**src/rtl/bcd_xs3_word_converter_pkg.sv**
```systemverilog
// Shared types and constants for the multi-digit BCD <-> excess-3 word converter.
// Optional invalid-digit checking is enabled with the XS3_ERR_CHECK_EN macro.
package bcd_xs3_pkg;

  typedef enum logic [1:0] {
    IDLE = 2'd0,
    CONV = 2'd1,
    DONE = 2'd2
  } state_t;

  localparam int          DIGIT_W      = 4;
  localparam logic [3:0]  XS3_OFFSET   = 4'd3;
  localparam logic        MODE_BCD2XS3 = 1'b0;
  localparam logic        MODE_XS32BCD = 1'b1;
  localparam logic [3:0]  BCD_MAX      = 4'd9;
  localparam logic [3:0]  XS3_MIN      = 4'd3;
  localparam logic [3:0]  XS3_MAX      = 4'd12;

endpackage

```
**src/rtl/bcd_xs3_word_converter_if.sv**
```systemverilog
// Valid/ready input and output channels of the BCD <-> excess-3 word converter.
// The converter uses the slave modport; the word producer/consumer uses master.
interface bcd_xs3_word_converter_if #(
  parameter int DIGITS = 4
);
  logic                in_valid;
  logic                in_ready;
  logic                mode;
  logic [4*DIGITS-1:0] in_data;
  logic                out_valid;
  logic                out_ready;
  logic [4*DIGITS-1:0] out_data;
  logic                out_err;

  modport slave (
    input  in_valid, mode, in_data, out_ready,
    output in_ready, out_valid, out_data, out_err
  );

  modport master (
    output in_valid, mode, in_data, out_ready,
    input  in_ready, out_valid, out_data, out_err
  );
endinterface

```
**src/rtl/bcd_xs3_word_converter_digit_conv.sv**
```systemverilog
// Single-digit BCD <-> excess-3 converter (mod-16 add/subtract of 3).
// The invalid flag is only generated when XS3_ERR_CHECK_EN is defined.
module xs3_digit_conv
  import bcd_xs3_pkg::*;
(
  input  logic [DIGIT_W-1:0] digit,
  input  logic               mode,
  output logic [DIGIT_W-1:0] result,
  output logic               invalid
);

  assign result = (mode == MODE_BCD2XS3) ? (digit + XS3_OFFSET) : (digit - XS3_OFFSET);

`ifdef XS3_ERR_CHECK_EN
  assign invalid = (mode == MODE_BCD2XS3) ? (digit > BCD_MAX)
                                          : ((digit < XS3_MIN) || (digit > XS3_MAX));
`else
  assign invalid = 1'b0;
`endif

endmodule

```
**src/rtl/bcd_xs3_word_converter.sv**
```systemverilog
// Word-level BCD <-> excess-3 converter: one digit per clock, LSD first, held output.
// Per-word sticky error flag is present only when XS3_ERR_CHECK_EN is defined.
//
//  state | meaning
//  IDLE  | in_ready=1, waiting for a word
//  CONV  | converting digit cnt each clock
//  DONE  | out_valid=1, result held until out_ready
module bcd_xs3_word_converter
  import bcd_xs3_pkg::*;
#(
  parameter int DIGITS = 4
) (
  input  logic                     clock,
  input  logic                     reset,
  bcd_xs3_word_converter_if.slave  bus
);

  localparam int CNT_W = (DIGITS > 1) ? $clog2(DIGITS) : 1;
  localparam logic [CNT_W-1:0] CNT_LAST = CNT_W'(DIGITS - 1);

  state_t state_q, state_d;

  logic [CNT_W-1:0]                cnt_q;
  logic                            mode_q;
  logic [DIGITS-1:0][DIGIT_W-1:0]  word_q;
  logic [DIGITS-1:0][DIGIT_W-1:0]  res_q;
  logic [DIGITS-1:0][DIGIT_W-1:0]  res_d;
  logic [DIGITS-1:0][DIGIT_W-1:0]  out_data_q;

  logic [DIGIT_W-1:0] digit_cur;
  logic [DIGIT_W-1:0] digit_conv;
  logic               digit_bad;
  logic               last;
  logic               accept;
  logic               in_ready_c;
  logic               out_valid_c;

  assign digit_cur = word_q[cnt_q];
  assign last      = (cnt_q == CNT_LAST);
  assign accept    = bus.in_valid && in_ready_c;

  xs3_digit_conv u_conv (
    .digit   (digit_cur),
    .mode    (mode_q),
    .result  (digit_conv),
    .invalid (digit_bad)
  );

  always_comb begin
    res_d        = res_q;
    res_d[cnt_q] = digit_conv;
  end

  always_ff @(posedge clock) begin
    if (reset) state_q <= IDLE;
    else       state_q <= state_d;
  end

  always_comb begin
    state_d     = state_q;
    in_ready_c  = 1'b0;
    out_valid_c = 1'b0;
    case (state_q)
      IDLE: begin
        in_ready_c = 1'b1;
        if (bus.in_valid) state_d = CONV;
      end
      CONV: begin
        if (last) state_d = DONE;
      end
      DONE: begin
        out_valid_c = 1'b1;
        if (bus.out_ready) state_d = IDLE;
      end
      default: state_d = IDLE;
    endcase
  end

  // Result is built in res_q; out_data_q only moves on entry to DONE.
  always_ff @(posedge clock) begin
    if (reset) begin
      cnt_q      <= '0;
      mode_q     <= MODE_BCD2XS3;
      word_q     <= '0;
      res_q      <= '0;
      out_data_q <= '0;
    end else begin
      case (state_q)
        IDLE: begin
          if (accept) begin
            word_q <= bus.in_data;
            mode_q <= bus.mode;
            res_q  <= '0;
            cnt_q  <= '0;
          end
        end
        CONV: begin
          res_q <= res_d;
          if (last) out_data_q <= res_d;
          else      cnt_q      <= cnt_q + 1'b1;
        end
        default: ;
      endcase
    end
  end

`ifdef XS3_ERR_CHECK_EN
  logic err_q;
  logic out_err_q;

  always_ff @(posedge clock) begin
    if (reset) begin
      err_q     <= 1'b0;
      out_err_q <= 1'b0;
    end else begin
      case (state_q)
        IDLE: if (accept) err_q <= 1'b0;
        CONV: begin
          err_q <= err_q | digit_bad;
          if (last) out_err_q <= err_q | digit_bad;
        end
        default: ;
      endcase
    end
  end

  assign bus.out_err = out_err_q;
`else
  logic err_unused;
  assign err_unused  = digit_bad;
  assign bus.out_err = 1'b0;
`endif

  assign bus.in_ready  = in_ready_c;
  assign bus.out_valid = out_valid_c;
  assign bus.out_data  = out_data_q;

endmodule

```
**src/flat_wrapper.sv**
```systemverilog
// flat-port wrapper written by rule: the top's interface ports become plain ports
module bcd_xs3_word_converter_flat import bcd_xs3_pkg::*;
#(
  parameter int DIGITS = 4
)
  (clock, reset, bus_in_valid, bus_mode, bus_in_data, bus_out_ready, bus_in_ready, bus_out_valid, bus_out_data, bus_out_err);
  bcd_xs3_word_converter_if #(.DIGITS(DIGITS)) bus_i ();
  input  logic clock;
  input  logic reset;
  input wire logic [$bits(bus_i.in_valid)-1:0] bus_in_valid;
  input wire logic [$bits(bus_i.mode)-1:0] bus_mode;
  input wire logic [$bits(bus_i.in_data)-1:0] bus_in_data;
  input wire logic [$bits(bus_i.out_ready)-1:0] bus_out_ready;
  output wire logic [$bits(bus_i.in_ready)-1:0] bus_in_ready;
  output wire logic [$bits(bus_i.out_valid)-1:0] bus_out_valid;
  output wire logic [$bits(bus_i.out_data)-1:0] bus_out_data;
  output wire logic [$bits(bus_i.out_err)-1:0] bus_out_err;
  assign bus_i.in_valid = bus_in_valid;
  assign bus_i.mode = bus_mode;
  assign bus_i.in_data = bus_in_data;
  assign bus_i.out_ready = bus_out_ready;
  assign bus_in_ready = bus_i.in_ready;
  assign bus_out_valid = bus_i.out_valid;
  assign bus_out_data = bus_i.out_data;
  assign bus_out_err = bus_i.out_err;
  bcd_xs3_word_converter #(.DIGITS(DIGITS)) u_core (.clock(clock), .reset(reset), .bus(bus_i));
endmodule
```
**config.mk**
```make
export PLATFORM = sky130hd
export DESIGN_NAME = bcd_xs3_word_converter_flat
export DESIGN_NICKNAME = d
export VERILOG_FILES = /design/src/rtl/bcd_xs3_word_converter_pkg.sv /design/src/rtl/bcd_xs3_word_converter_if.sv /design/src/rtl/bcd_xs3_word_converter_digit_conv.sv /design/src/rtl/bcd_xs3_word_converter.sv /design/src/flat_wrapper.sv
export SDC_FILE = /design/constraint.sdc
export NUM_CORES = 1
export LEC_CHECK = 0
export BUFFER_PORTS_ARGS = -buffer_cell sky130_fd_sc_hd__buf_2
export CAP_MARGIN = 20
export CORE_AREA = 4 4 71 73
export CTS_CLUSTER_SIZE = 28
export DETAILED_ROUTE_END_ITERATION = 10
export DIE_AREA = 0 0 75 77
export PLACE_DENSITY_LB_ADDON = 0.25
export RECOVER_POWER = 25
export SLEW_MARGIN = 20
export SYNTH_ARGS = -nofsm -noshare
export SYNTH_HDL_FRONTEND = slang
export SYNTH_SLANG_ARGS = --single-unit
```
**constraint.sdc**
```tcl
create_clock -name clock -period 6.67 [get_ports clock]
set_clock_uncertainty 0.2 [all_clocks]
set_input_delay 0.3335 -clock clock [delete_from_list [all_inputs] [get_ports clock]]
set_output_delay 0.3335 -clock clock [all_outputs]
set_load 0.02 [all_outputs]
```
==> results.md, run 1 <==
* Final worst path period need at 2820 ps
* Initial core utilization at 49.9%
* Via Count at 1772
* Fraction of layout cells with a size suffix above 1 at 13.0%
* Avg Synthesized Cell Area at 8.65 um^2
* Synth top area cells: dfxtp_1 45%, nand2_1 8.3%, a21oi_1 7.1%, nor2_1 4.7%, ha_1 3.5%
* Critical path class: flip-flop to flip-flop
* Setup bufs post-CTS at 0
* Syn Std Cell Area at 2170 um^2
* R2R depth at 7
* Final Cycle Share at 42.2%
* Max-Cap Viols at 0
* RSZ-0062 raised after global routing: false
* CP Launch Type: flip-flop
* Total gr overflow at 0
* IO Pins at 40
* Die X at 75 um
* First-pass GRT wire length at 7.54 mm
* Synth top area share at 45.2%
* Worst-Margin Slew at 895 ps
* Total die area at 5780 um^2
* CTS Hold Bufs at 0
* RR Startpoint: u_core.cnt_q[0]$_SDFFE_PP0P_
* Syn nets at 279
* Status: finished clean
* CP startpoint: u_core.cnt_q[0]$_SDFFE_PP0P_
* DR DRC count at 0
* Flop pwr share at 54.2%
* Clock Tree Root: clkbuf_8
* CTS tree: yes
* Die Ht at 77 um
* Peak supply drop at 0.000111 V
* Cell accounting for the most synthesized area: dfxtp_1
* Hold Path Depth at 3
* Achievable Freq at 0.355 GHz
* Number of synthesized flops with an enable pin at 0
* Cell Int Power at 0.425 mW
* Switching portion of total power at 25.7%
* CTS clk-pin slew, worst paths at 90 ps
* Hold Startpoint: bus_in_data[11]
* Min-Delay Endpoint: u_core.word_q[11]$_SDFFE_PP0P_
* Crit. End Element: flip-flop
* Vias in the first global route at 1644
* Final ANT Viol Nets at 0
* Total power at 0.572 mW
* Row cnt at 24
* RD Place Congestion at 0.814
* H-tree levels at 2
* IO buf count at 38
* DR vias/cell at 5.39
* PwrDens at 236 nW/um^2
* DP HPWL at 3.10 mm
* Gates resized, CTS repair at 0
* Leakage at 0.888 nW
* DRT iter0 DRCs at 148
* Number of diodes at 0
* Leading cell types by count after synthesis: 49 x dfxtp_1, 48 x nand2_1, 31 x a21oi_1, 27 x nor2_1, 18 x clkbuf_1
* Seq/Total Area, Yosys at 45.2%
* Slew HR at 40.3%
* WL final at 4.46 mm
* Fin. Hold Viols at 0
* Antenna violations before repair at 0
* Area growth, synth to finish at 11.8%
* Clk buf depth at 2
* Mapped Cells at 251
* Combinational share of power at 13.1%
* Core region area at 4350 um^2
* DR WL/cell at 13.5 um
* Flops & latches, synth at 49
* Worst hold-check path type: input pin to flip-flop
* P_sw at 0.147 mW
* Clk Latency, worst-skew pair at 300 ps
* Worst r2r dst: u_core.bus.out_data[11]$_SDFFE_PP0P_
* Slew Viols, Final at 0
* NumNets Final at 304
* Largest net degree at the start of global routing at 54
* YS warnings at 0
* Netlist cell types at 31
* Arrival @ worst endpoint at 2820 ps
* Fillers at 430
* Ys async rst share at 0%
* CTS Sinks at 49
* Req. time, crit path at 6670 ps
* Ys flop type: dfxtp_1
* Worst-path fanout max at 9
* Final setup TNS at 0 ps
* Reg-to-reg slack, setup at 3850 ps
* Count leader, synth: dfxtp_1
* First-pass detailed-route iteration total at 4
* # setup viols final at 0
* Clock power share at 32.8%
* Gr usage total at 16.3%
* Num CTS Buffers at 5
==> how the worst max path moves through the flow <==
| stage | end | slack (ps) | depth (start not counted) |
|---|---|---|---|
| 2_1_floorplan | u_core.bus.out_data[11]$_SDFFE_PP0P_ | 3980 | 8 |
| 3_3_place_gp | u_core.bus.out_data[11]$_SDFFE_PP0P_ | 3970 | 7 |
| 3_5_place_dp | u_core.bus.out_data[11]$_SDFFE_PP0P_ | 3870 | 7 |
| 4_1_cts | u_core.bus.out_data[11]$_SDFFE_PP0P_ | 3850 | 7 |
| 5_1_grt | u_core.bus.out_data[11]$_SDFFE_PP0P_ | 3660 | 7 |
| 6_report | u_core.bus.out_data[11]$_SDFFE_PP0P_ | 3850 | 7 |
==> cell type report <==
| cell class | instances | area, um^2 | share of cell area [%] |
|---|---|---|---|
| multi-input combinational | 178 | 1100 | 45.1 |
| clock buffer | 7 | 96.3 | 3.97 |
| inverter | 4 | 15.0 | 0.618 |
| tap | 52 | 65.1 | 2.68 |
| sequential | 49 | 981 | 40.4 |
| clock inverter | 1 | 5.00 | 0.206 |
| timing repair buffer | 38 | 170 | 7.01 |
==> power by group through the flow <==
stage	combinational, mW	clock (mW)	sequential (mW)
final	0.0748	0.187	0.310
after global routing	0.0849	0.207	0.311
after floorplan	0.0595	0	0.314
after detailed placement	0.0751	0	0.317
after global placement	0.0740	0	0.317
after CTS	0.0756	0.191	0.310
==> cell usage in the layout (no fill, tap or decap), drive strengths merged, types with 3 or more instances in the layout <==
cell    netlist  layout
o31ai         4       4
o21ai         3       3
nor2         27      27
a211oi        6       6
mux4          3       3
ha            6       6
a32oi         3       3
xnor2         3       3
a22oi         7       7
nand2b        6       6
clkbuf       18      23
o211ai        3       3
buf           2      22
mux2i         7       7
o32ai         3       3
dfxtp        49      49
nor3b         3       3
nand3b        3       3
nor3          4       4
nand2        48      48
inv           4       4
a21oi        31      31
==> registers in the layout (all words and copies together) (netlist names) <==
name	cells
u_core.bus.out_data	16
u_core.word_q	16
u_core.res_q	12
u_core.cnt_q	2
u_core.state_q	2
u_core.mode_q	1
==> per-stage QoR <==
step | utilization, % | std cells | worst slack, ps | hold slack, ps | area [um^2]
2_1_floorplan | - | 251 | 3980 | 233 | 2170
3_3_place_gp | 53.9 | 321 | 3970 | 233 | 2350
3_5_place_dp | 53.9 | 321 | 3870 | 241 | 2350
4_1_cts | 56.2 | 329 | 3850 | 65.1 | 2450
5_1_grt | 55.8 | 329 | 3660 | 64.1 | 2430
6_report | 55.8 | 329 | 3850 | 62.6 | 2430
==> metal layers <==
layer / vias to the layer above / track usage (%) / wire [um]
li1: 909 / - / -
met1: 815 / 22.1 / 2070
met2: 41 / 25.5 / 2080
met3: 7 / 4.31 / 254
met4: 0 / 4.27 / 52
met5: - / 0 / 0
==> logic make-up after synthesis <==
| family | Yosys count | synth area share [%] |
|---|---|---|
| other cells | 1 | 0.173 |
| xor+xnor | 3 | 1.90 |
| mux | 10 | 6.34 |
| fa+ha+maj | 7 | 4.38 |
| simple gates | 96 | 19.2 |
| flops | 49 | 45.2 |
| buf+inv | 24 | 4.38 |
| compound gates | 61 | 18.4 |
==> critical path, cell delays in order (launching register included) <==
cell,delay (ps)
dfxtp_1,540
mux4_2,560
ha_1,360
nand2_1,110
nor3_1,70
a2111oi_4,400
xnor2_2,180
o32ai_1,290
(Power assumes the default switching activity.)
==> run 2, diff against run 1 <==
--- a/config.mk
+++ b/config.mk
@@ -5,12 +5,13 @@
 export SDC_FILE = /design/constraint.sdc
 export NUM_CORES = 1
 export LEC_CHECK = 0
+export ABC_AREA = 1
 export BUFFER_PORTS_ARGS = -buffer_cell sky130_fd_sc_hd__buf_2
 export CAP_MARGIN = 20
-export CORE_AREA = 4 4 71 73
+export CORE_AREA = 4 4 74 76
 export CTS_CLUSTER_SIZE = 28
 export DETAILED_ROUTE_END_ITERATION = 10
-export DIE_AREA = 0 0 75 77
+export DIE_AREA = 0 0 78 80
 export PLACE_DENSITY_LB_ADDON = 0.25
 export RECOVER_POWER = 25
 export SLEW_MARGIN = 20
==> constraint.sdc (replaced) <==
create_clock -name clock -period 2.7 [get_ports clock]
set_clock_uncertainty 0.2 [all_clocks]
set_input_delay 0.135 -clock clock [delete_from_list [all_inputs] [get_ports clock]]
set_output_delay 0.135 -clock clock [all_outputs]
set_load 0.02 [all_outputs]
==> run 2 against run 1 <==
Compared with the run above: critical path depth grew 5; register-to-register slack lost 3500 ps; synthesized cell count grew 26%; sequential power grew to 2.5 times the previous value; critical path type unchanged; critical endpoint is now u_core.res_q[6]$_SDFFE_PP0P_; largest power group unchanged; highest routed layer unchanged.
==> results.md, run 2 <==
* # setup viols final at 0 (unchanged)
* RD Place Congestion at 0.892 (+9.6%)
* Most common cell after layout, fill and taps aside: nand2_1
* NumNets Final at 394 (+30%)
* Leading cell types by count after synthesis: 70 x nand2_1, 49 x dfxtp_1, 46 x nor2_1, 33 x o21ai_0, 27 x inv_1
* Count leader, synth: nand2_1
* Number of diodes at 0 (unchanged)
* Fillers at 480 (+12%)
* Via Count at 2051 (+16%)
* PwrDens at 537 nW/um^2 (+130%)
* Fraction of layout cells with a size suffix above 1 at 16.6% (+3.6 points)
* P_sw at 0.431 mW (+190%)
* First-pass GRT wire length at 8.65 mm (+15%)
* Final setup TNS at 0 ps (unchanged)
* Largest stage delay on the critical path at 500 ps (-60 ps)
* Setup bufs post-CTS at 0 (unchanged)
* Avg Synthesized Cell Area at 7.46 um^2 (-14%)
* Crit. End Element: flip-flop
* Placed insts at 408 (+27%)
* Gr usage total at 17.0% (+0.64 points)
* Critical path class: flip-flop to flip-flop
* Total die area at 6240 um^2 (+8.1%)
* Fin. Hold Viols at 0 (unchanged)
* DR DRC count at 0 (unchanged)
* DP HPWL at 3.37 mm (+8.8%)
* Netlist cell types at 30 (-3.2%)
* DR WL/cell at 11.2 um (-17%)
* DRT iter0 DRCs at 76 (-49%)
* Die Ht at 80 um (+3.9%)
* Max-Cap Viols at 0 (unchanged)
* IO buf count at 38 (unchanged)
* Slowest CP cell: dfxtp_2
* Switching portion of total power at 29.0% (+3.2 points)
* Flop pwr share at 52.5% (-1.7 points)
* Arrival @ worst endpoint at 2350 ps (-470 ps)
* CTS tree: yes
* Peak supply drop at 0.000348 V (+210%)
* DR vias/cell at 4.73 (-12%)
* Row cnt at 25 (+4.2%)
* Most frequent cells in the layout: 70 x nand2_1, 48 x dfxtp_1, 46 x nor2_1
* Worst-path fanout max at 12 (+3)
* Seq/Total Area, Yosys at 41.6% (-3.5 points)
* Ys flop type: dfxtp_1
* Achievable Freq at 0.431 GHz (+21%)
* Syn Std Cell Area at 2360 um^2 (+8.5%)
* Cell Int Power at 1.06 mW (+150%)
* Slew Viols, Final at 0 (unchanged)
* Clock Tree Root: clkbuf_8
* YS warnings at 0 (unchanged)
* Clk buf depth at 2 (unchanged)
* WL final at 4.85 mm (+8.9%)
* H-tree levels at 2 (unchanged)
* CP Cell Sequence: inv_8 > nand2_1 > nand3_2 > nand2_1 > inv_1 > fa_1 > or2_1 > nand2_1 > inv_1 > o21ai_1 > nand2_1 > a21oi_1
* Mapped Cells at 316 (+26%)
* Antenna violations before repair at 0 (unchanged)
* CTS Sinks at 49 (unchanged)
* Area growth, synth to finish at 17.7%
* Core region area at 4720 um^2 (+8.5%)
* CP Launch Type: flip-flop
* Ys async rst share at 0% (unchanged)
* Number of synthesized flops with an enable pin at 0 (unchanged)
* Worst-Margin Slew at 725 ps (-170 ps)
* RSZ-0062 raised after global routing: false
* First-pass detailed-route iteration total at 4 (unchanged)
* Cell accounting for the most synthesized area: dfxtp_1
* Synth top area share at 41.6% (-3.5 points)
* IO Pins at 40 (unchanged)
* Leakage at 1.23 nW (+38%)
* Final ANT Viol Nets at 0 (unchanged)
* Status: finished clean
* Die X at 78 um (+4.0%)
* Worst hold-check path type: input pin to flip-flop
* Clock power share at 27.3% (-5.5 points)
* Req. time, crit path at 2730 ps (-3940 ps)
* Flops & latches, synth at 49 (unchanged)
* Num CTS Buffers at 5 (unchanged)
* Vias in the first global route at 1999 (+22%)
* Largest net degree at the start of global routing at 30 (-44%)
* Synth top area cells: dfxtp_1 42%, nand2_1 11%, nor2_1 7.3%, o21ai_0 7.0%, nand3_2 4.7%
* Total gr overflow at 0 (unchanged)
* Slew HR at 51.6% (+11 points)
* CTS clk-pin slew, worst paths at 80 ps (about the same)
* Initial core utilization at 49.9% (about the same)
* Most frequent cell on the critical path: nand2_1
* Final Cycle Share at 86.0% (+44 points)
* Clk Latency, worst-skew pair at 290 ps (about the same)
* Syn nets at 344 (+23%)
* Finished Layout Cells at 434 (+32%)
* Final worst path period need at 2320 ps (-494 ps)
* Combinational share of power at 20.2% (+7.1 points)
-- run 2: final timing paths --
path	to	cells past startpoint	startpoint	slack (ps)
worst max-delay path	u_core.res_q[6]$_SDFFE_PP0P_	12	u_core.cnt_q[0]$_SDFFE_PP0P_	380
worst min-delay path	u_core.res_q[8]$_SDFFE_PP0P_	2	reset	40
worst max register to register	u_core.res_q[6]$_SDFFE_PP0P_	12	u_core.cnt_q[0]$_SDFFE_PP0P_	380
worst min register to register	u_core.bus.out_data[13]$_SDFFE_PP0P_	2	u_core.bus.out_data[13]$_SDFFE_PP0P_	270
-- run 2: kinds of logic (layout without fill, tap and decap cells) --
logic type	after synthesis	after routing	share of synthesized area [%]
flip-flops	49	49	41.6
other	1	1	0.159
AO/OA/AOI/OAI	69	69	15.9
AND/OR/NAND/NOR	142	142	27.8
buffers and inverters	48	99	10.5
adder cells (fa/ha/maj)	7	7	4.03
-- run 2: power groups by stage --
| stage | Clock, mW | Combinational, mW | Sequential, mW |
|---|---|---|---|
| 3_5_place_dp | 0 | 0.283 | 0.799 |
| 5_1_grt | 0.449 | 0.344 | 0.787 |
| 4_1_cts | 0.422 | 0.303 | 0.782 |
| 2_1_floorplan | 0 | 0.238 | 0.789 |
| 6_report | 0.406 | 0.301 | 0.782 |
| 3_3_place_gp | 0 | 0.277 | 0.798 |
-- run 2: cell type report --
type | instances | area [um^2] | area share, %
Clock buffer | 8 | 80.1 | 2.89
Multi-Input combinational cell | 219 | 1130 | 40.7
Inverter | 33 | 134 | 4.83
Sequential cell | 49 | 982 | 35.4
Timing Repair Buffer | 58 | 365 | 13.2
Tap cell | 67 | 83.8 | 3.02
-- run 2: per-layer routing --
| layer | global-route usage, % | vias up | wire length (um) |
|---|---|---|---|
| li1 | - | 1096 | - |
| met1 | 20.5 | 907 | 2190 |
| met2 | 30.0 | 43 | 2370 |
| met3 | 3.95 | 5 | 251 |
| met4 | 4.90 | 0 | 45 |
| met5 | 0 | - | 0 |
-- run 2: per-stage QoR --
step	power [mW]	instance area, um^2	setup WS (ps)	hold WS, ps	util [%]
floorplan	1.03	2360	581	97.8	-
global placement	1.08	2530	347	184	53.6
detailed placement	1.08	2530	247	191	53.6
CTS	1.51	2790	224	40.1	59.1
global route	1.58	2770	159	53.0	58.7
finish	1.49	2770	379	42.6	58.7
-- run 2: what timing repair did --
action                     in CTS  in global routing
gates resized for setup         0                  1
hold buffers                   18                  0
hold endpoints to repair       18                  0
setup endpoints to repair       0                  2
-- run 2: worst max-delay path, delay by kind of cell, from the launching register on --
family,cells,cell delay (ps)
compound gates,2,280
flops,1,500
fa+ha+maj,1,370
buf+inv,3,220
simple gates,6,690
==> run 3, diff against run 2 <==
--- a/config.mk
+++ b/config.mk
@@ -8,10 +8,10 @@
 export ABC_AREA = 1
 export BUFFER_PORTS_ARGS = -buffer_cell sky130_fd_sc_hd__buf_2
 export CAP_MARGIN = 20
-export CORE_AREA = 4 4 74 76
+export CORE_AREA = 4 4 85 67
 export CTS_CLUSTER_SIZE = 28
 export DETAILED_ROUTE_END_ITERATION = 10
-export DIE_AREA = 0 0 78 80
+export DIE_AREA = 0 0 89 71
 export PLACE_DENSITY_LB_ADDON = 0.25
 export RECOVER_POWER = 25
 export SLEW_MARGIN = 20
==> run 3 against run 2 <==
Compared with the run above: total power rose by 9.4%; critical endpoint unchanged; routed wire length rose by 4.9%; non-clock buffer count did not move; first-iteration DRC count rose by 21%; utilization fell by 0.57 points; die area rose by 1.3%.
==> results.md, run 3 (synthesis results as in run 2) <==
* DP HPWL at 3.60 mm (+6.9%)
* Gr usage total at 17.4% (+0.41 points)
* Fillers at 459 (-4.4%)
* DR vias/cell at 4.83 (+2.2%)
* Final setup TNS at 0 ps (unchanged)
* CTS tree: yes
* # setup viols final at 0 (unchanged)
* Final ANT Viol Nets at 0 (unchanged)
* Setup bufs post-CTS at 0 (unchanged)
* IO buf count at 38 (unchanged)
* Clock Tree Root: clkbuf_8
* Total die area at 6320 um^2 (+1.3%)
* IO Pins at 40 (unchanged)
* Req. time, crit path at 2740 ps (about the same)
* Die X at 89 um (+14%)
* Leakage at 1.24 nW (+1.5%)
* Number of diodes at 0 (unchanged)
* Design area at 2800 um^2 (+0.99%)
* Arrival @ worst endpoint at 2380 ps (+30 ps)
* Core region area at 4820 um^2 (+2.0%)
* Slew HR at 48.6% (-3.0 points)
* NumNets Final at 394 (unchanged)
* Row cnt at 22 (-12%)
* Largest net degree at the start of global routing at 30 (unchanged)
* Status: finished clean
* First-pass detailed-route iteration total at 5 (+1)
* Most frequent cells in the layout: 70 x nand2_1, 48 x dfxtp_1, 46 x nor2_1
* H-tree levels at 2 (unchanged)
* RSZ-0062 raised after global routing: false
* Fin. Hold Viols at 0 (unchanged)
* Worst r2r dst: u_core.res_q[6]$_SDFFE_PP0P_
* Worst hold-check path type: input pin to flip-flop
* Initial core utilization at 48.9% (-0.97 points)
* RR Startpoint: u_core.cnt_q[0]$_SDFFE_PP0P_
* CTS clk-pin slew, worst paths at 90 ps (about the same)
* Most common cell after layout, fill and taps aside: nand2_1
* Total gr overflow at 0 (unchanged)
* Area growth, synth to finish at 18.8%
* Fraction of layout cells with a size suffix above 1 at 17.2% (+0.54 points)
* Num CTS Buffers at 5 (unchanged)
* Die Ht at 71 um (-11%)
* Final Cycle Share at 86.8% (+0.87 points)
* CTS Sinks at 49 (unchanged)
* RD Place Congestion at 0.890 (-0.24%)
* Final worst path period need at 2340 ps (+23.5 ps)
* Via Count at 2062 (+0.54%)
* Post-DP Area at 2520 um^2 (-0.35%)
* Worst-path fanout max at 12 (unchanged)
* DR DRC count at 0 (unchanged)
* Peak supply drop at 0.000373 V (+7.2%)
* Antenna violations before repair at 0 (unchanged)
* Reg-to-reg slack, setup at 360 ps (-20 ps)
* Critical Path End: u_core.res_q[6]$_SDFFE_PP0P_
* Achievable Freq at 0.426 GHz (-1.0%)
* DRT iter0 DRCs at 92 (+21%)
* Slew Viols, Final at 0 (unchanged)
* DR WL/cell at 11.9 um (+6.6%)
* CP startpoint: u_core.cnt_q[0]$_SDFFE_PP0P_
* Clk buf depth at 2 (unchanged)
* Vias in the first global route at 1898 (-5.1%)
* Max-Cap Viols at 0 (unchanged)
* First-pass GRT wire length at 8.73 mm (+0.96%)
* Critical path class: flip-flop to flip-flop
* PwrDens at 582 nW/um^2 (+8.4%)
* WL final at 5.09 mm (+4.9%)
* Clk Latency, worst-skew pair at 300 ps (about the same)
* R2R depth at 12 (unchanged)
* CP Launch Type: flip-flop
* Worst-Margin Slew at 770 ps (+44.8 ps)
* Crit. End Element: flip-flop
run 3: changes by cell type in the layout (fill, tap and decap cells not counted):
cell and change:
clkbuf_1 -2, bufinv_16 +1, clkbuf_8 +1
run 3: area by class of cell:
cell class | instances | area, um^2 | share of cell area [%]
clock inverters | 1 | 30.0 | 1.07
flip-flops and latches | 49 | 982 | 35.1
inverters | 33 | 134 | 4.78
multi-input cells | 219 | 1130 | 40.3
repair buffers | 58 | 365 | 13.0
well taps | 60 | 75.1 | 2.68
clock buffers | 7 | 86.3 | 3.08
run 3: critical path, cell delays in order (launching register included):
cell,delay [ps]
dfxtp_2,490
inv_8,70
nand2_1,80
nand3_2,80
nand2_1,150
inv_1,70
fa_1,370
or2_1,230
nand2_1,70
inv_1,70
o21ai_1,180
nand2_1,80
a21oi_1,130
run 3: worst min-delay path by stage:
stage,from,end,slack (ps),cells after the start
2_1_floorplan,bus_in_data[15],u_core.word_q[15]$_SDFFE_PP0P_,100,2
3_3_place_gp,bus_in_data[0],u_core.word_q[0]$_SDFFE_PP0P_,180,3
3_5_place_dp,bus_in_data[3],u_core.word_q[3]$_SDFFE_PP0P_,190,3
4_1_cts,reset,u_core.res_q[8]$_SDFFE_PP0P_,30,2
5_1_grt,reset,u_core.res_q[4]$_SDFFE_PP0P_,50,2
6_report,reset,u_core.res_q[8]$_SDFFE_PP0P_,40,2
run 3: power breakdown:
part | leakage (nW) | internal (mW) | switching, mW
Sequential | 0.400 | 0.756 | 0.0263
Clock | 0.0585 | 0.302 | 0.235
Combinational | 0.786 | 0.118 | 0.193
run 3: repair_timing:
action | 4_1_cts | 5_1_grt
gates resized for setup | 0 | 1
endpoints found under the hold margin | 18 | 0
hold buffers | 18 | 0
setup endpoints to repair | 0 | 7
run 3: per-stage QoR:
| step | power [mW] | utilization [%] | setup slack [ps] | hold slack [ps] | std cells |
|---|---|---|---|---|---|
| global route | 1.72 | 58.2 | 128 | 54.3 | 427 |
| detailed placement | 1.09 | 52.4 | 223 | 192 | 401 |
| CTS | 1.64 | 58.5 | 197 | 28.9 | 427 |
| finish | 1.63 | 58.2 | 355 | 40.8 | 427 |
| global placement | 1.08 | 52.4 | 321 | 183 | 401 |
| floorplan | 1.03 | - | 581 | 97.8 | 316 |
run 3: layer usage:
layer | vias up | global-route usage (%) | wire, um
met3 | 5 | 4.31 | 307
met5 | - | 0 | 0
met2 | 42 | 24.7 | 2070
li1 | 1099 | - | -
met4 | 0 | 3.64 | 31
met1 | 916 | 26.4 | 2680
